[src/rtl/sign_pkg.sv]
// Shared types and helpers for the sign stream classifier.
package sign_pkg;

  // Widest sample the magnitude helper supports; callers sign-extend into it.
  localparam int MAG_W = 64;

  typedef enum logic [1:0] {
    H_NONE = 2'd0,
    H_POS  = 2'd1,
    H_NEG  = 2'd2
  } hist_state_t;

  // Absolute value of a sign-extended two's-complement sample. Because the
  // input is extended to MAG_W bits, the most negative WIDTH-bit value maps
  // to 2^(WIDTH-1) without overflowing once sliced back to WIDTH bits.
  function automatic logic [MAG_W-1:0] abs_mag(input logic [MAG_W-1:0] v);
    return v[MAG_W-1] ? (~v + 64'd1) : v;
  endfunction

endpackage

[src/rtl/sat_counter.sv]
// Saturating up-counter with synchronous clear. A clear coincident with an
// increment leaves the counter at 1 (clear first, then count).
module sat_counter #(
  parameter int CNT_W = 16
) (
  input  logic             clk,
  input  logic             rst_n,
  input  logic             clr,
  input  logic             inc,
  output logic [CNT_W-1:0] count
);

  logic [CNT_W-1:0] count_q;

  // Count register: reset, clear-then-increment, or hold at all-ones.
  always_ff @(posedge clk) begin
    if (!rst_n) begin
      count_q <= '0;
    end else if (clr) begin
      count_q <= inc ? CNT_W'(1) : '0;
    end else if (inc && (count_q != '1)) begin
      count_q <= count_q + 1'b1;
    end
  end

  assign count = count_q;

endmodule

[src/rtl/sign_stream_classifier.sv]
// Streaming sign classifier: one output register behind a valid/ready
// handshake, a history FSM for zero-crossing detection and three
// saturating statistics counters.
//
// History FSM states
//   state  | meaning
//   H_NONE | no nonzero sample seen since reset/clr
//   H_POS  | last nonzero accepted sample was positive
//   H_NEG  | last nonzero accepted sample was negative
module sign_stream_classifier
  import sign_pkg::*;
#(
  parameter int WIDTH = 8,
  parameter int CNT_W = 16
) (
  input  logic             clk,
  input  logic             rst_n,
  input  logic             clr,
  input  logic             in_valid,
  output logic             in_ready,
  input  logic [WIDTH-1:0] in_data,
  output logic             out_valid,
  input  logic             out_ready,
  output logic             out_sign,
  output logic             out_zero,
  output logic [WIDTH-1:0] out_mag,
  output logic             out_xing,
  output logic [CNT_W-1:0] pos_cnt,
  output logic [CNT_W-1:0] neg_cnt,
  output logic [CNT_W-1:0] zero_cnt
);

  logic             accept;
  logic             samp_neg;
  logic             samp_zero;
  logic [MAG_W-1:0] samp_ext;
  logic [MAG_W-1:0] mag_full;
  logic [WIDTH-1:0] samp_mag;
  logic             unused_mag_hi;

  logic             out_valid_q;
  logic             out_sign_q;
  logic             out_zero_q;
  logic [WIDTH-1:0] out_mag_q;
  logic             out_xing_q;

  hist_state_t      hist_q;
  hist_state_t      hist_d;
  hist_state_t      hist_eff;
  logic             xing_d;

  // Single output stage: room for a new sample when empty or draining.
  assign in_ready = !out_valid_q || out_ready;
  assign accept   = in_valid && in_ready;

  assign samp_neg  = in_data[WIDTH-1];
  assign samp_zero = (in_data == '0);
  assign samp_ext  = {{(MAG_W-WIDTH){in_data[WIDTH-1]}}, in_data};
  assign mag_full  = abs_mag(samp_ext);
  assign samp_mag  = mag_full[WIDTH-1:0];
  // Upper bits are sign-extension residue and always zero for |x| <= 2^(WIDTH-1).
  assign unused_mag_hi = ^mag_full[MAG_W-1:WIDTH];

  // History state register.
  always_ff @(posedge clk) begin
    if (!rst_n) begin
      hist_q <= H_NONE;
    end else begin
      hist_q <= hist_d;
    end
  end

  // Next history state and crossing flag; clr is seen before the sample.
  always_comb begin
    hist_eff = clr ? H_NONE : hist_q;
    hist_d   = hist_eff;
    xing_d   = 1'b0;
    if (accept && !samp_zero) begin
      xing_d = ((hist_eff == H_POS) && samp_neg) ||
               ((hist_eff == H_NEG) && !samp_neg);
      hist_d = samp_neg ? H_NEG : H_POS;
    end
  end

  // Output register: load on accept, drop valid when drained without refill.
  always_ff @(posedge clk) begin
    if (!rst_n) begin
      out_valid_q <= 1'b0;
      out_sign_q  <= 1'b0;
      out_zero_q  <= 1'b0;
      out_mag_q   <= '0;
      out_xing_q  <= 1'b0;
    end else if (accept) begin
      out_valid_q <= 1'b1;
      out_sign_q  <= samp_neg;
      out_zero_q  <= samp_zero;
      out_mag_q   <= samp_mag;
      out_xing_q  <= xing_d;
    end else if (out_ready) begin
      out_valid_q <= 1'b0;
    end
  end

  assign out_valid = out_valid_q;
  assign out_sign  = out_sign_q;
  assign out_zero  = out_zero_q;
  assign out_mag   = out_mag_q;
  assign out_xing  = out_xing_q;

  sat_counter #(.CNT_W(CNT_W)) u_pos_cnt (
    .clk   (clk),
    .rst_n (rst_n),
    .clr   (clr),
    .inc   (accept && !samp_zero && !samp_neg),
    .count (pos_cnt)
  );

  sat_counter #(.CNT_W(CNT_W)) u_neg_cnt (
    .clk   (clk),
    .rst_n (rst_n),
    .clr   (clr),
    .inc   (accept && samp_neg),
    .count (neg_cnt)
  );

  sat_counter #(.CNT_W(CNT_W)) u_zero_cnt (
    .clk   (clk),
    .rst_n (rst_n),
    .clr   (clr),
    .inc   (accept && samp_zero),
    .count (zero_cnt)
  );

endmodule
[config.mk]
export PLATFORM = sky130hd
export DESIGN_NAME = sign_stream_classifier
export DESIGN_NICKNAME = d
export VERILOG_FILES = /design/src/rtl/sign_pkg.sv /design/src/rtl/sat_counter.sv /design/src/rtl/sign_stream_classifier.sv
export SDC_FILE = /design/constraint.sdc
export NUM_CORES = 1
export LEC_CHECK = 0
export BUFFER_PORTS_ARGS = -buffer_cell sky130_fd_sc_hd__buf_2
export CAP_MARGIN = 20
export CORE_MARGIN = 1
export CORE_UTILIZATION = 26
export CTS_BUF_LIST = sky130_fd_sc_hd__clkbuf_8
export DETAILED_ROUTE_END_ITERATION = 12
export PLACE_DENSITY = 0.55
export SYNTH_ARGS = -nofsm -noshare
export SYNTH_HDL_FRONTEND = slang
export SYNTH_SLANG_ARGS = --single-unit
[constraint.sdc]
create_clock -name clk -period 2.4 [get_ports clk]
set_input_delay 0.12 -clock clk [delete_from_list [all_inputs] [get_ports clk]]
set_output_delay 0.12 -clock clk [all_outputs]
set_load 0.005 [all_outputs]
# Yosys cells after proc, flatten, opt, wreduce, memory -nomap -nowiden
# Cells that the tools add are included.
dict set report classes {
  add_sub_neg 4
  n_eq_ne 5
  n_mux 16
  n_bitwise 1
  n_reduce_logical 20
}
# op n
set op_table {}
lappend op_table {{16-bit 2-to-1 mux} 6}
lappend op_table {{16-bit by 1-bit adder with 16-bit output (second input constant)} 3}
lappend op_table {{16-bit != test (second input constant)} 3}
lappend op_table {{1-bit logical AND} 10}
lappend op_table {{8-bit by 1-bit adder with 8-bit output (second input constant)} 1}
lappend op_table {{8-bit zero test} 1}
lappend op_table {{8-bit 2-to-1 mux} 1}
lappend op_table {{8-bit inverter} 1}
lappend op_table {{2-bit nonzero test} 4}
lappend op_table {{1-bit 2-to-1 mux} 6}
lappend op_table {{2-bit 2-to-1 mux} 3}
lappend op_table {{1-bit zero test} 3}
lappend op_table {{2-bit by 1-bit equality test with 1-bit output (second input constant)} 1}
lappend op_table {{2-bit equality test (second input constant)} 1}
lappend op_table {{1-bit logical OR} 2}
dict set report totals {
  regBits 62
  inputBits 13
  out_inout_bits 61
  word_cells 55
}

# Longest topological paths before layout
# Gate-level depths: netlist of the first run.
dict set report depth {
  word_depth 8
  ltp_mapped 9
  depth_no_buf 7
}

# Modules after synthesis
# A second synthesis of the first run with hierarchy kept.
dict set report hier_totals {
  cells_unflattened 374
  hier_area_um2 3230.6
}
# module instances cells_per_inst area_each_um2 seq_area_each_um2
set by_module_without_submodules {}
lappend by_module_without_submodules {sat_counter 3 98 835.8 320.3}
lappend by_module_without_submodules {sign_stream_classifier 1 80 723.2 280.3}

# Worst setup path after synthesis of the first run
# No wires, ideal clock.
dict set report synth_path {
  path_type {register -> register}
  startpoint {reg u_pos_cnt.count_q[0] (netlist: u_pos_cnt.count[0])}
  endpoint {reg u_pos_cnt.count_q[11] (netlist: u_pos_cnt.count[11])}
  setup_ns 0.070
  t_arrival_ns 2.099
  required_time_ns 2.330
  path_slack_ns 0.230
  path_stages_with_launch 9
  n_path_buf 2
  synth_period_minus_slack_ns 2.170
  cell_sequence {dfxtp_1 > ha_1 > and3_1 > nor4bb_1 > buf_2 > or3_1 > clkbuf_1 > or4_1 > a21oi_1}
}
dict set report synth_via {
  elab_chain_len 3
  word_cells_on_any_way 6
  cone_classes {1 x add/sub; 1 x eq/ne; 2 x mux; 2 x reduce/logical}
}
# element line
set synth_lines {}
lappend synth_lines {{from (decl)} sat_counter.sv:13} ;# logic [CNT_W-1:0] count_q;
lappend synth_lines {{from (signal assigned)} sat_counter.sv:20} ;# count_q <= inc ? CNT_W'(1) : '0;
lappend synth_lines {{from (signal assigned)} sat_counter.sv:22} ;# count_q <= count_q + 1'b1;
lappend synth_lines {{16-bit by 1-bit adder with 16-bit output / 16-bit != test (equally long branches)} {sat_counter.sv:22, sat_counter.sv:21}}
lappend synth_lines {{16-bit 2-to-1 mux / 1-bit logical AND (equally long branches)} sat_counter.sv:21} ;# end else if (inc && (count_q != '1)) begin
lappend synth_lines {{16-bit 2-to-1 mux / 2-bit nonzero test (equally long branches)} n/a}
# Parallel ways exist; a longest one is shown, timed or not. The select of a mux whose other input is x is not followed.
# A chain may end at the register's enable or synchronous reset.

# Final worst setup path of the first run
dict set report layout_path {
  startpoint {reg u_pos_cnt.count_q[1] (netlist: u_pos_cnt.count[1])}
  endpoint {reg u_pos_cnt.count_q[11] (netlist: u_pos_cnt.count[11])}
}
# The elaborated chain is that of the path after synthesis.

==> impl_results.rst, run 1 <==
.. list-table::
   :header-rows: 1

   * - Metric
     - Value
   * - Total area of sequential cells
     - 0.00124 mm^2
   * - CTS root buf
     - clkbuf_8
   * - Clock latency reported for the late side of the worst-skew pair
     - 350 ps
   * - TritonCTS clock tree
     - built
   * - Wirelength, routed
     - 8.37 mm
   * - Cells taking the most area after synthesis
     - dfxtp_1, xnor2_1, nor2_1, nand4_1, nand2_1
   * - Final period demand of the worst path
     - 2120 ps
   * - Delay contributed by the slowest stage of the critical path
     - 560 ps
   * - Count of distinct cell types in the synthesized netlist
     - 54
   * - Core footprint
     - 0.0120 mm^2
   * - Boundary pin count
     - 74
   * - Share of synthesized flip-flops with an asynchronous set or reset
     - 0
   * - Buffer count from post-CTS setup fixing
     - 0
   * - Detailed router's first-iteration violation count
     - 167
   * - Setup CP Type
     - flop to flop
   * - Largest driver fanout on the critical path
     - 13
   * - Clock buffer depth
     - 2
   * - Static leakage
     - 1.58 nW
   * - Total CTS buffers
     - 9
   * - Overall power
     - 2.22 mW
   * - Remaining number of nets flagged by the antenna check after routing
     - 0
   * - Total number of nets in the final design
     - 480
   * - Sequential-to-total area share from yosys stat
     - 0.391
   * - Class of the worst hold path
     - primary input to flop
   * - Highest clock rate
     - 472 MHz
   * - Switch Pwr
     - 0.517 mW
   * - Fin. Hold Viols
     - 0
   * - Port Buffers
     - 73
   * - Largest net degree at the start of global routing
     - 29
   * - Detailed-route DRC error count
     - 0
   * - Kind of start point of the critical path
     - flop
   * - Worst Path Buf+Inv
     - 0
   * - Int Pwr
     - 1.71 mW
   * - Met2 Usage GRT
     - 0.198
   * - Worst vdd rail ir drop
     - 0.000223 V
   * - Clock Sinks
     - 62
   * - Mean post-synth cell area
     - 8.41 um^2
   * - Clock skew after layout
     - 6.04 ps
   * - Worst slack, placed
     - 313 ps
   * - Sequential fraction of design power
     - 0.474
   * - Area of the multi-input gates
     - 0.00184 mm^2
   * - HPWL Detailed
     - 6.24 mm
   * - Clock transition at the register clock pins on the worst setup and hold paths after CTS
     - 70 ps
   * - Most common library cells after synthesis
     - dfxtp_1, nor2_1, nand2_1
   * - Run status
     - complete, no violations
   * - Most frequent cell after synthesis
     - dfxtp_1
   * - Antenna violations before repair
     - 0
   * - Slew of the pin with the lowest slew margin
     - 647 ps
   * - Post-synth top flop
     - dfxtp_1
   * - Number of inserted diodes
     - 0
   * - Share of layout cells above drive strength 1
     - 0.237
   * - Number of iterations in the first detailed-routing pass
     - 4
   * - Overall die width
     - 113 um
   * - Number of global-route vias before repair
     - 2632
   * - Final setup violating endpoints
     - 0
   * - Met1 track demand over resource
     - 0.184
   * - Filler Cell Count
     - 1264
   * - Crit path setup slack, layout
     - 279 ps
   * - Comb pwr share
     - 0.065
   * - Vertical extent of the die
     - 113 um
   * - Proportion of power drawn by the clock network
     - 0.460
   * - Final routed wire length divided by cell count
     - 13.6 um
   * - Max-capacitance violation count
     - 0
   * - Critical Path, Cell by Cell
     - ha_1, and3_1, nor4bb_1, or3_1, or4_1, a21oi_1
   * - Routed via count divided by cell count
     - 5.02
   * - Power per cell area
     - 556 mW/mm^2
   * - Via count
     - 3085
   * - Smallest hold slack
     - 54.1 ps
   * - Count of warnings emitted by yosys
     - 0
   * - Post-synth EDFFs
     - 0
   * - Total GRT Usage
     - 0.135
   * - Hold-fix buffer count after cts
     - 0
   * - Number of gates resized after CTS
     - 0
   * - Portion of synthesized cell area occupied by the leading cell type
     - 0.391
   * - Cell type with the largest total area after synthesis
     - dfxtp_1
   * - Category of cells accounting for the largest share of critical-path delay
     - simple AND/OR/NAND/NOR gates
   * - Top Usage Layer GRT
     - met2
   * - Post-synth net total
     - 395
   * - Area added between synthesis and finish
     - 25.9%
   * - Setup slack on the worst flop-to-flop path
     - 280 ps
   * - Initial core utilization
     - 0.266
   * - Global routing usage on met3
     - 0.0292
   * - Total global routing overflow
     - 0
   * - Global-route wire length before repair
     - 13.4 mm
   * - Gate count of the mapped netlist
     - 378
   * - Number of flip-flops and latches in the synthesized netlist
     - 62
   * - Data arrival time of the critical path
     - 2400 ps
   * - Number of H-tree branching levels
     - 3
   * - Setup TNS Final
     - 0 ps
   * - Die Outline Area
     - 0.0127 mm^2
   * - Final worst path period share
     - 0.884
   * - Unrepaired setup endpoints after global routing
     - false
   * - Required time of the critical path
     - 2680 ps
   * - Post-Syn Area
     - 0.00318 mm^2
   * - Critical path's slowest cell
     - or4_1
   * - Fraction of power spent switching nets
     - 0.233
   * - Tightest slew margin relative to the limit
     - 0.569
   * - Final count of pins violating max slew
     - 0
   * - Routability-driven placement congestion ratio
     - 0.817
   * - Element type at the critical path end
     - flop
   * - FP Rows
     - 40
==> tightest hold or removal path, delay by kind of cell <==
kind / cells / cell delay [ps]
and+or+nand+nor: 1 / 60
buffers and inverters: 1 / 120
AOI/OAI and AO/OA: 1 / 60
==> final cells by class <==
type	instances	area share
tap	147	0.0460
clock buffer	10	0.0344
timing repair buffer	88	0.119
inverter	12	0.0113
sequential	62	0.310
multi-input combinational	290	0.459
clock inverter	6	0.0194
==> kinds of logic (layout without fill, tap and decap cells) <==
kind of cell,after synthesis,after routing,synth area share
buffers and inverters,26,116,0.0315
AOI/OAI and AO/OA,67,67,0.142
and+or+nand+nor,186,186,0.329
adders and majority gates,4,4,0.0157
xor gates and xnor gates,32,32,0.0882
muxes,1,1,0.00315
DFF,62,62,0.391
==> routing by layer <==
metal  vias up  routed length (um)
met3        13                 510
met4         0                 163
li1       1559                   -
met1      1434                4010
met5         -                   0
met2        79                3690
==> power groups by stage <==
stage	clock [mW]	combinational, mW	sequential (mW)
global placement	0	0.145	1.08
floorplan	0	0.0851	1.08
CTS	1.05	0.147	1.05
detailed placement	0	0.147	1.08
finish	1.02	0.145	1.05
global route	1.12	0.161	1.06
==> flip-flops by register name, summed over array words and instances, names as in the netlist <==
| name | cells |
|---|---|
| hist_q | 2 |
| out_mag | 8 |
| out_sign | 1 |
| out_valid | 1 |
| out_xing | 1 |
| out_zero | 1 |
| u_neg_cnt.count | 16 |
| u_pos_cnt.count | 16 |
| u_zero_cnt.count | 16 |
==> through the flow <==
| step | instances | utilization | cell area [um^2] |
|---|---|---|---|
| 6_report | 615 | 0.334 | 4000 |
| 5_1_grt | 615 | 0.334 | 4000 |
| 4_1_cts | 615 | 0.334 | 4000 |
| 3_5_place_dp | 599 | 0.316 | 3780 |
| 3_3_place_gp | 599 | 0.316 | 3780 |
| 2_1_floorplan | 378 | - | 3180 |
==> cell usage in the layout, fill, tap and decap left out, types with 3 or more instances in the layout <==
cell / count
nor3_1: 5
ha_1: 4
or4_1: 8
or3_1: 6
nand2_1: 30
o211a_1: 5
a21oi_1: 17
nor2b_1: 7
inv_1: 13
clkbuf_8: 10
buf_4: 15
o22ai_1: 3
and3_1: 9
xor2_1: 9
nor2_1: 43
buf_2: 73
a211oi_1: 4
a21boi_0: 7
nand4_1: 19
nand3b_1: 4
and4_1: 4
nand3_1: 16
o21ai_0: 12
dfxtp_1: 62
o31ai_1: 8
and2_1: 3
xnor2_1: 23
nor4_1: 15
==> worst paths after layout <==
| kind | start | endpoint | cells after the start |
|---|---|---|---|
| worst min-delay path | in_data[0] | out_mag[0]$_SDFFE_PN0P_ | 3 |
| worst min register to register | out_mag[7]$_SDFFE_PN0P_ | out_mag[7]$_SDFFE_PN0P_ | 2 |
| worst max-delay path | u_pos_cnt.count[1]$_SDFFE_PN0P_ | u_pos_cnt.count[11]$_SDFFE_PN0P_ | 6 |
| worst max register to register | u_pos_cnt.count[1]$_SDFFE_PN0P_ | u_pos_cnt.count[11]$_SDFFE_PN0P_ | 6 |
(Power assumes the default switching activity.)
==> run 2: changes to the inputs <==
BUFFER_PORTS_ARGS = -buffer_cell sky130_fd_sc_hd__buf_4   (was -buffer_cell sky130_fd_sc_hd__buf_2)
SETUP_SLACK_MARGIN = 0.4   (was unset)
==> run 2 against run 1 <==
The run now ends with design-rule violations left. Clock power fell by 8%. Hold slack worse by 29 ps. Flip-flop and latch count is the same. Power down 2.9%. Cell count up 0.49%. First-iteration DRC count shrank 29%. Via count down 0.36%. Register-to-register slack improved by 130 ps. Clock-buffer cell count increased by 1. Clock skew increased by 1.7 ps. Sequential share of layout area decreased by 1.6 points.
==> impl_results.rst, run 2 (synthesis results as in run 1) <==
.. list-table::
   :header-rows: 1

   * - Metric
     - Value
   * - Number of H-tree branching levels
     - 3 (unchanged)
   * - Kind of start point of the critical path
     - flop
   * - Total global routing overflow
     - 0 (unchanged)
   * - Share of layout cells above drive strength 1
     - 0.270 (+0.0325)
   * - Utilization after layout
     - 0.356 (+0.0213)
   * - Worst Reg2Reg Path Length in Cells
     - 6 (unchanged)
   * - Largest net degree at the start of global routing
     - 21 (-28%)
   * - Number of iterations in the first detailed-routing pass
     - 8 (+4)
   * - Final count of pins violating max slew
     - 0 (unchanged)
   * - Port Buffers
     - 73 (unchanged)
   * - Clock latency reported for the late side of the worst-skew pair
     - 350 ps (about the same)
   * - Power per cell area
     - 507 mW/mm^2 (-8.7%)
   * - Clock Sinks
     - 62 (unchanged)
   * - Final period demand of the worst path
     - 1990 ps (-132 ps)
   * - Setup TNS Final
     - 0 ps (unchanged)
   * - Final worst path period share
     - 0.829 (-0.0549)
   * - Setup slack on the worst flop-to-flop path
     - 410 ps (+130 ps)
   * - Violations in the final reports
     - design-rule violations
   * - Class of the worst hold path
     - primary input to flop
   * - TritonCTS clock tree
     - built
   * - Number of global-route vias before repair
     - 2850 (+8.3%)
   * - Vertical extent of the die
     - 113 um (unchanged)
   * - Element type at the critical path end
     - flop
   * - End point of the critical path
     - u_pos_cnt.count[12]$_SDFFE_PN0P_
   * - Antenna violations before repair
     - 0 (unchanged)
   * - Final routed wire length divided by cell count
     - 14.2 um (+4.1%)
   * - Total GRT Usage
     - 0.140 (+0.00551)
   * - Routed via count divided by cell count
     - 4.97 (-0.84%)
   * - Highest clock rate
     - 503 MHz (+6.6%)
   * - Most used cells in the layout excluding fill and tap cells
     - buf_4, dfxtp_1, nor2_1, nand2_1, xnor2_1
   * - Clock skew after layout
     - 7.77 ps (+1.72 ps)
   * - Number of inserted diodes
     - 0 (unchanged)
   * - Static leakage
     - 1.61 nW (+2.0%)
   * - Total CTS buffers
     - 9 (unchanged)
   * - Tightest slew margin relative to the limit
     - 0.554 (-0.0142)
   * - Final setup violating endpoints
     - 0 (unchanged)
   * - Boundary pin count
     - 74 (unchanged)
   * - Reg-to-reg critical path endpoint
     - u_pos_cnt.count[12]$_SDFFE_PN0P_
   * - Detailed router's first-iteration violation count
     - 119 (-29%)
   * - Data arrival time of the critical path
     - 2270 ps (-130 ps)
   * - Detailed-route DRC error count
     - 1 (+1)
   * - Routability-driven placement congestion ratio
     - 0.837 (+2.5%)
   * - Clock transition at the register clock pins on the worst setup and hold paths after CTS
     - 70 ps (about the same)
   * - Setup CP Type
     - flop to flop
   * - Worst vdd rail ir drop
     - 0.000236 V (+5.8%)
   * - Overall power
     - 2.16 mW (-2.9%)
   * - Initial core utilization
     - 0.266 (unchanged)
   * - Fin. Hold Viols
     - 0 (unchanged)
   * - Required time of the critical path
     - 2680 ps (about the same)
   * - Core footprint
     - 0.0120 mm^2 (unchanged)
   * - Hold-fix buffer count after cts
     - 0 (unchanged)
   * - Most common cell after layout, fill and taps aside
     - buf_4
   * - Die Outline Area
     - 0.0127 mm^2 (unchanged)
   * - Max-capacitance violation count
     - 0 (unchanged)
   * - Slew of the pin with the lowest slew margin
     - 668 ps (+21.3 ps)
   * - Origin of the critical flop-to-flop path
     - u_pos_cnt.count[0]$_SDFFE_PN0P_
   * - Unrepaired setup endpoints after global routing
     - true
   * - HPWL Detailed
     - 6.33 mm (+1.4%)
   * - Overall die width
     - 113 um (unchanged)
   * - Crit path setup slack, layout
     - 411 ps (+132 ps)
   * - Worst slack, placed
     - 311 ps (-2.38 ps)
   * - Remaining number of nets flagged by the antenna check after routing
     - 0 (unchanged)
   * - Total number of nets in the final design
     - 483 (+0.63%)
   * - Via count
     - 3074 (-0.36%)
   * - CTS root buf
     - clkbuf_8
   * - Area added between synthesis and finish
     - 33.9%
   * - Smallest hold slack
     - 24.6 ps (-29.5 ps)
   * - Run status
     - finished with violations
   * - Largest driver fanout on the critical path
     - 7 (-6)
   * - Global-route wire length before repair
     - 13.9 mm (+3.9%)
   * - Clock buffer depth
     - 2 (unchanged)
   * - FP Rows
     - 40 (unchanged)
   * - Setup crit start
     - u_pos_cnt.count[0]$_SDFFE_PN0P_
   * - Wirelength, routed
     - 8.76 mm (+4.7%)
   * - Min-Delay Path Depth
     - 2 (-1)
-- run 2: critical path, stage by stage (launching register included) --
cell	delay [ps]
dfxtp_4	370
ha_4	160
and3_4	170
nor4bb_4	150
or3_2	510
or4_1	480
o21ai_0	70
-- run 2: through the flow --
stage / std cells / cell area (um^2)
after floorplan: 378 / 3200
after global placement: 595 / 3960
after detailed placement: 595 / 3960
after CTS: 611 / 4160
after global routing: 618 / 4260
final: 618 / 4260
-- run 2: power by group --
| group | total [mW] | switching, mW | internal, mW |
|---|---|---|---|
| logic | 0.165 | 0.0905 | 0.0744 |
| registers | 1.06 | 0.0121 | 1.04 |
| clock network | 0.937 | 0.410 | 0.527 |
-- run 2: routing by layer --
layer,track usage,vias to the layer above,part of all wire
li1,-,1566,-
met1,0.185,1420,0.48
met2,0.209,78,0.45
met3,0.0432,10,0.061
met4,0.0622,0,0.013
met5,0,-,0
-- run 2: what timing repair did --
| item | in CTS | in global routing |
|---|---|---|
| buffers inserted | 0 | 6 |
| gates resized for setup | 1 | 11 |
| endpoints found under the setup margin | 6 | 5 |
| pin swaps | 0 | 4 |
| hold endpoints to repair | 0 | 0 |
| gates cloned | 0 | 1 |
-- run 2: final cells by class --
class                           count  area [um^2]
Tap cell                          147          184
Clock inverter                      5         50.0
Timing Repair Buffer               90          673
Multi-Input combinational cell    291         1900
Inverter                           12         45.0
Fill cell                        1241         7710
Clock buffer                       11          151
Sequential cell                    62         1250
-- run 2: worst min-delay path by stage --
| stage | start | to | slack, ps |
|---|---|---|---|
| 6_report | in_valid | out_valid$_SDFFE_PN0P_ | 20 |
| 5_1_grt | in_valid | out_valid$_SDFFE_PN0P_ | 20 |
| 4_1_cts | in_valid | out_valid$_SDFFE_PN0P_ | 2 |
| 3_5_place_dp | in_valid | out_valid$_SDFFE_PN0P_ | 380 |
| 3_3_place_gp | in_valid | out_valid$_SDFFE_PN0P_ | 380 |
| 2_1_floorplan | in_valid | out_valid$_SDFFE_PN0P_ | 240 |
==> run 3: changes to the inputs <==
clock period = 1.9 ns   (was 2.4 ns; I/O delays follow)
==> run 3 against run 2 <==
Clock power increased by 37%. Cell count increased by 11%. Maximum frequency rose by 6.0%. Register-to-register slack worse by 390 ps. Largest cell class unchanged. Critical path type unchanged. Clock skew grew 0.94 ps. Largest power group unchanged. The flow now finishes without violations. Clock-buffer cell count down 1. Critical endpoint unchanged.
==> impl_results.rst, run 3 (synthesis results as in run 1) <==
.. list-table::
   :header-rows: 1

   * - Metric
     - Value
   * - Run status
     - complete, no violations
   * - Final routed wire length divided by cell count
     - 15.0 um (+6.1%)
   * - Filler Cell Count
     - 1096 (-12%)
   * - Number of global-route vias before repair
     - 3251 (+14%)
   * - Clock Sinks
     - 62 (unchanged)
   * - Boundary pin count
     - 74 (unchanged)
   * - Highest clock rate
     - 533 MHz (+6.0%)
   * - Final setup violating endpoints
     - 0 (unchanged)
   * - Area added between synthesis and finish
     - 72.5%
   * - Number of iterations in the first detailed-routing pass
     - 4 (-4)
   * - Most common cell after layout, fill and taps aside
     - buf_4
   * - Largest driver fanout on the critical path
     - 5 (-2)
   * - Power per cell area
     - 519 mW/mm^2 (+2.3%)
   * - Class of the worst hold path
     - primary input to flop
   * - Total global routing overflow
     - 0 (unchanged)
   * - Clock skew after layout
     - 8.71 ps (+0.940 ps)
   * - Port Buffers
     - 73 (unchanged)
   * - Wirelength, routed
     - 10.3 mm (+17%)
   * - Clock buffer depth
     - 2 (unchanged)
   * - Core footprint
     - 0.0120 mm^2 (unchanged)
   * - Unrepaired setup endpoints after global routing
     - true
   * - Vertical extent of the die
     - 113 um (unchanged)
   * - Routed wl met3
     - 408 um (-23%)
   * - Worst Reg2Reg Path Length in Cells
     - 7 (+1)
   * - Static leakage
     - 2.10 nW (+30%)
   * - Total CTS buffers
     - 9 (unchanged)
   * - TritonCTS clock tree
     - built
   * - Min-Delay Path Depth
     - 3 (+1)
   * - Total area of sequential cells
     - 0.00133 mm^2 (+5.9%)
   * - Highest routing layer actually used
     - met4
   * - Clock latency reported for the late side of the worst-skew pair
     - 350 ps (about the same)
   * - Share of layout cells above drive strength 1
     - 0.521 (+0.252)
   * - Critical path's slowest cell
     - or4_1
   * - Total number of nets in the final design
     - 549 (+14%)
   * - Total length of routed met2 wires
     - 5.12 mm (+30%)
   * - FP Rows
     - 40 (unchanged)
   * - Required time of the critical path
     - 2180 ps (-500 ps)
   * - Largest net degree at the start of global routing
     - 26 (+24%)
   * - Most used cells in the layout excluding fill and tap cells
     - buf_4, nor2_1, nand2_1, dfxtp_1, xnor2_1
   * - Slew of the pin with the lowest slew margin
     - 472 ps (-196 ps)
   * - Initial core utilization
     - 0.266 (unchanged)
   * - Delay contributed by the slowest stage of the critical path
     - 390 ps (-120 ps)
   * - Critical Path, Cell by Cell
     - ha_4, and3_4, nor4bb_4, or3_4, buf_4, or4_1, o21ai_1
   * - Fin. Hold Viols
     - 0 (unchanged)
   * - Final period demand of the worst path
     - 1880 ps (-113 ps)
   * - Overall power
     - 2.84 mW (+32%)
   * - Routability-driven placement congestion ratio
     - 0.833 (-0.49%)
   * - Die Outline Area
     - 0.0127 mm^2 (unchanged)
   * - Final count of pins violating max slew
     - 0 (unchanged)
   * - Area of the multi-input gates
     - 0.00246 mm^2 (+29%)
   * - Detailed-route DRC error count
     - 0 (-1)
   * - Element type at the critical path end
     - flop
   * - Final worst path period share
     - 0.987 (+0.159)
   * - Data arrival time of the critical path
     - 2160 ps (-110 ps)
   * - Kind of start point of the critical path
     - flop
   * - Max-capacitance violation count
     - 0 (unchanged)
   * - Tightest slew margin relative to the limit
     - 0.684 (+0.130)
   * - Smallest hold slack
     - 32.0 ps (+7.34 ps)
   * - Number of H-tree branching levels
     - 3 (unchanged)
   * - Total GRT Usage
     - 0.161 (+0.0211)
   * - Routed via count divided by cell count
     - 5.08 (+2.2%)
   * - Number of inserted diodes
     - 0 (unchanged)
   * - Global-route wire length before repair
     - 16.2 mm (+16%)
   * - Antenna violations before repair
     - 0 (unchanged)
   * - Via count
     - 3478 (+13%)
   * - Remaining number of nets flagged by the antenna check after routing
     - 0 (unchanged)
   * - CTS root buf
     - clkbuf_8
   * - Clock transition at the register clock pins on the worst setup and hold paths after CTS
     - 70 ps (about the same)
   * - HPWL Detailed
     - 6.53 mm (+3.2%)
   * - Overall die width
     - 113 um (unchanged)
   * - Detailed router's first-iteration violation count
     - 131 (+10%)
   * - Setup CP Type
     - flop to flop
   * - Metal1 wirelength
     - 4.64 mm (+11%)
   * - Worst vdd rail ir drop
     - 0.000304 V (+29%)
==> run 3: changes by cell type in the layout (fill, tap and decap cells not counted), moves of 14 or more <==
cell | before | now
buf_6 | 0 | 19
nor4_1 | 15 | 0
dfxtp_1 | 58 | 27
buf_4 | 89 | 134
dfxtp_2 | 2 | 19
dfxtp_4 | 2 | 16
==> run 3: through the flow <==
step                setup TNS (ps)  cell area [um^2]  worst slack, ps   util  instances
finish                           0              5480             23.9  0.458        684
global route                  -177              5480            -50.3  0.458        684
CTS                              0              5010             11.7  0.419        664
detailed placement            -293              4190            -83.7  0.350        613
global placement             -71.7              4190            -37.9  0.350        613
floorplan                     -455              3290            -99.8      -        378
==> run 3: where the power goes <==
group          switching, mW  internal [mW]
Sequential            0.0143           1.30
Clock                  0.521          0.758
Combinational          0.134          0.117
Total                  0.668           2.17
==> run 3: area by class of cell <==
type / instances / share of cell area
Sequential cell: 62 / 0.242
Clock buffer: 10 / 0.0251
Inverter: 12 / 0.00913
Clock inverter: 6 / 0.0139
Multi-Input combinational cell: 292 / 0.449
Timing Repair Buffer: 155 / 0.228
Tap cell: 147 / 0.0336
==> run 3: worst max-delay path: cells and delay by family (launching register included) <==
family                     cells  cell delay [ps]
buffers and inverters          1              150
adders and majority gates      1              150
DFF                            1              350
and+or+nand+nor                4             1080
AOI/OAI and AO/OA              1               80
==> run 3: timing repair <==
action	4_1_cts	5_1_grt
pin swaps	32	44
hold buffers	1	0
gates resized for setup	81	73
setup buffers	32	20
setup endpoints to repair	56	51
gates cloned	2	0
endpoints found under the hold margin	1	0
==> run 3: worst paths after layout <==
check                                        from                          endpoint  slack (ps)
setup / recovery  u_pos_cnt.count[0]$_SDFFE_PN0P_  u_pos_cnt.count[12]$_SDFFE_PN0P_          20
hold / removal                         in_data[0]           out_mag[0]$_SDFFE_PN0P_          30
setup reg to reg  u_pos_cnt.count[0]$_SDFFE_PN0P_  u_pos_cnt.count[12]$_SDFFE_PN0P_          20
hold reg to reg             out_sign$_SDFFE_PN0P_             out_sign$_SDFFE_PN0P_         470
==> run 3: metal layers <==
metal	track usage	vias to the layer above
li1	-	1702
met1	0.205	1699
met2	0.265	67
met3	0.0373	10
met4	0.0596	0
met5	0	-
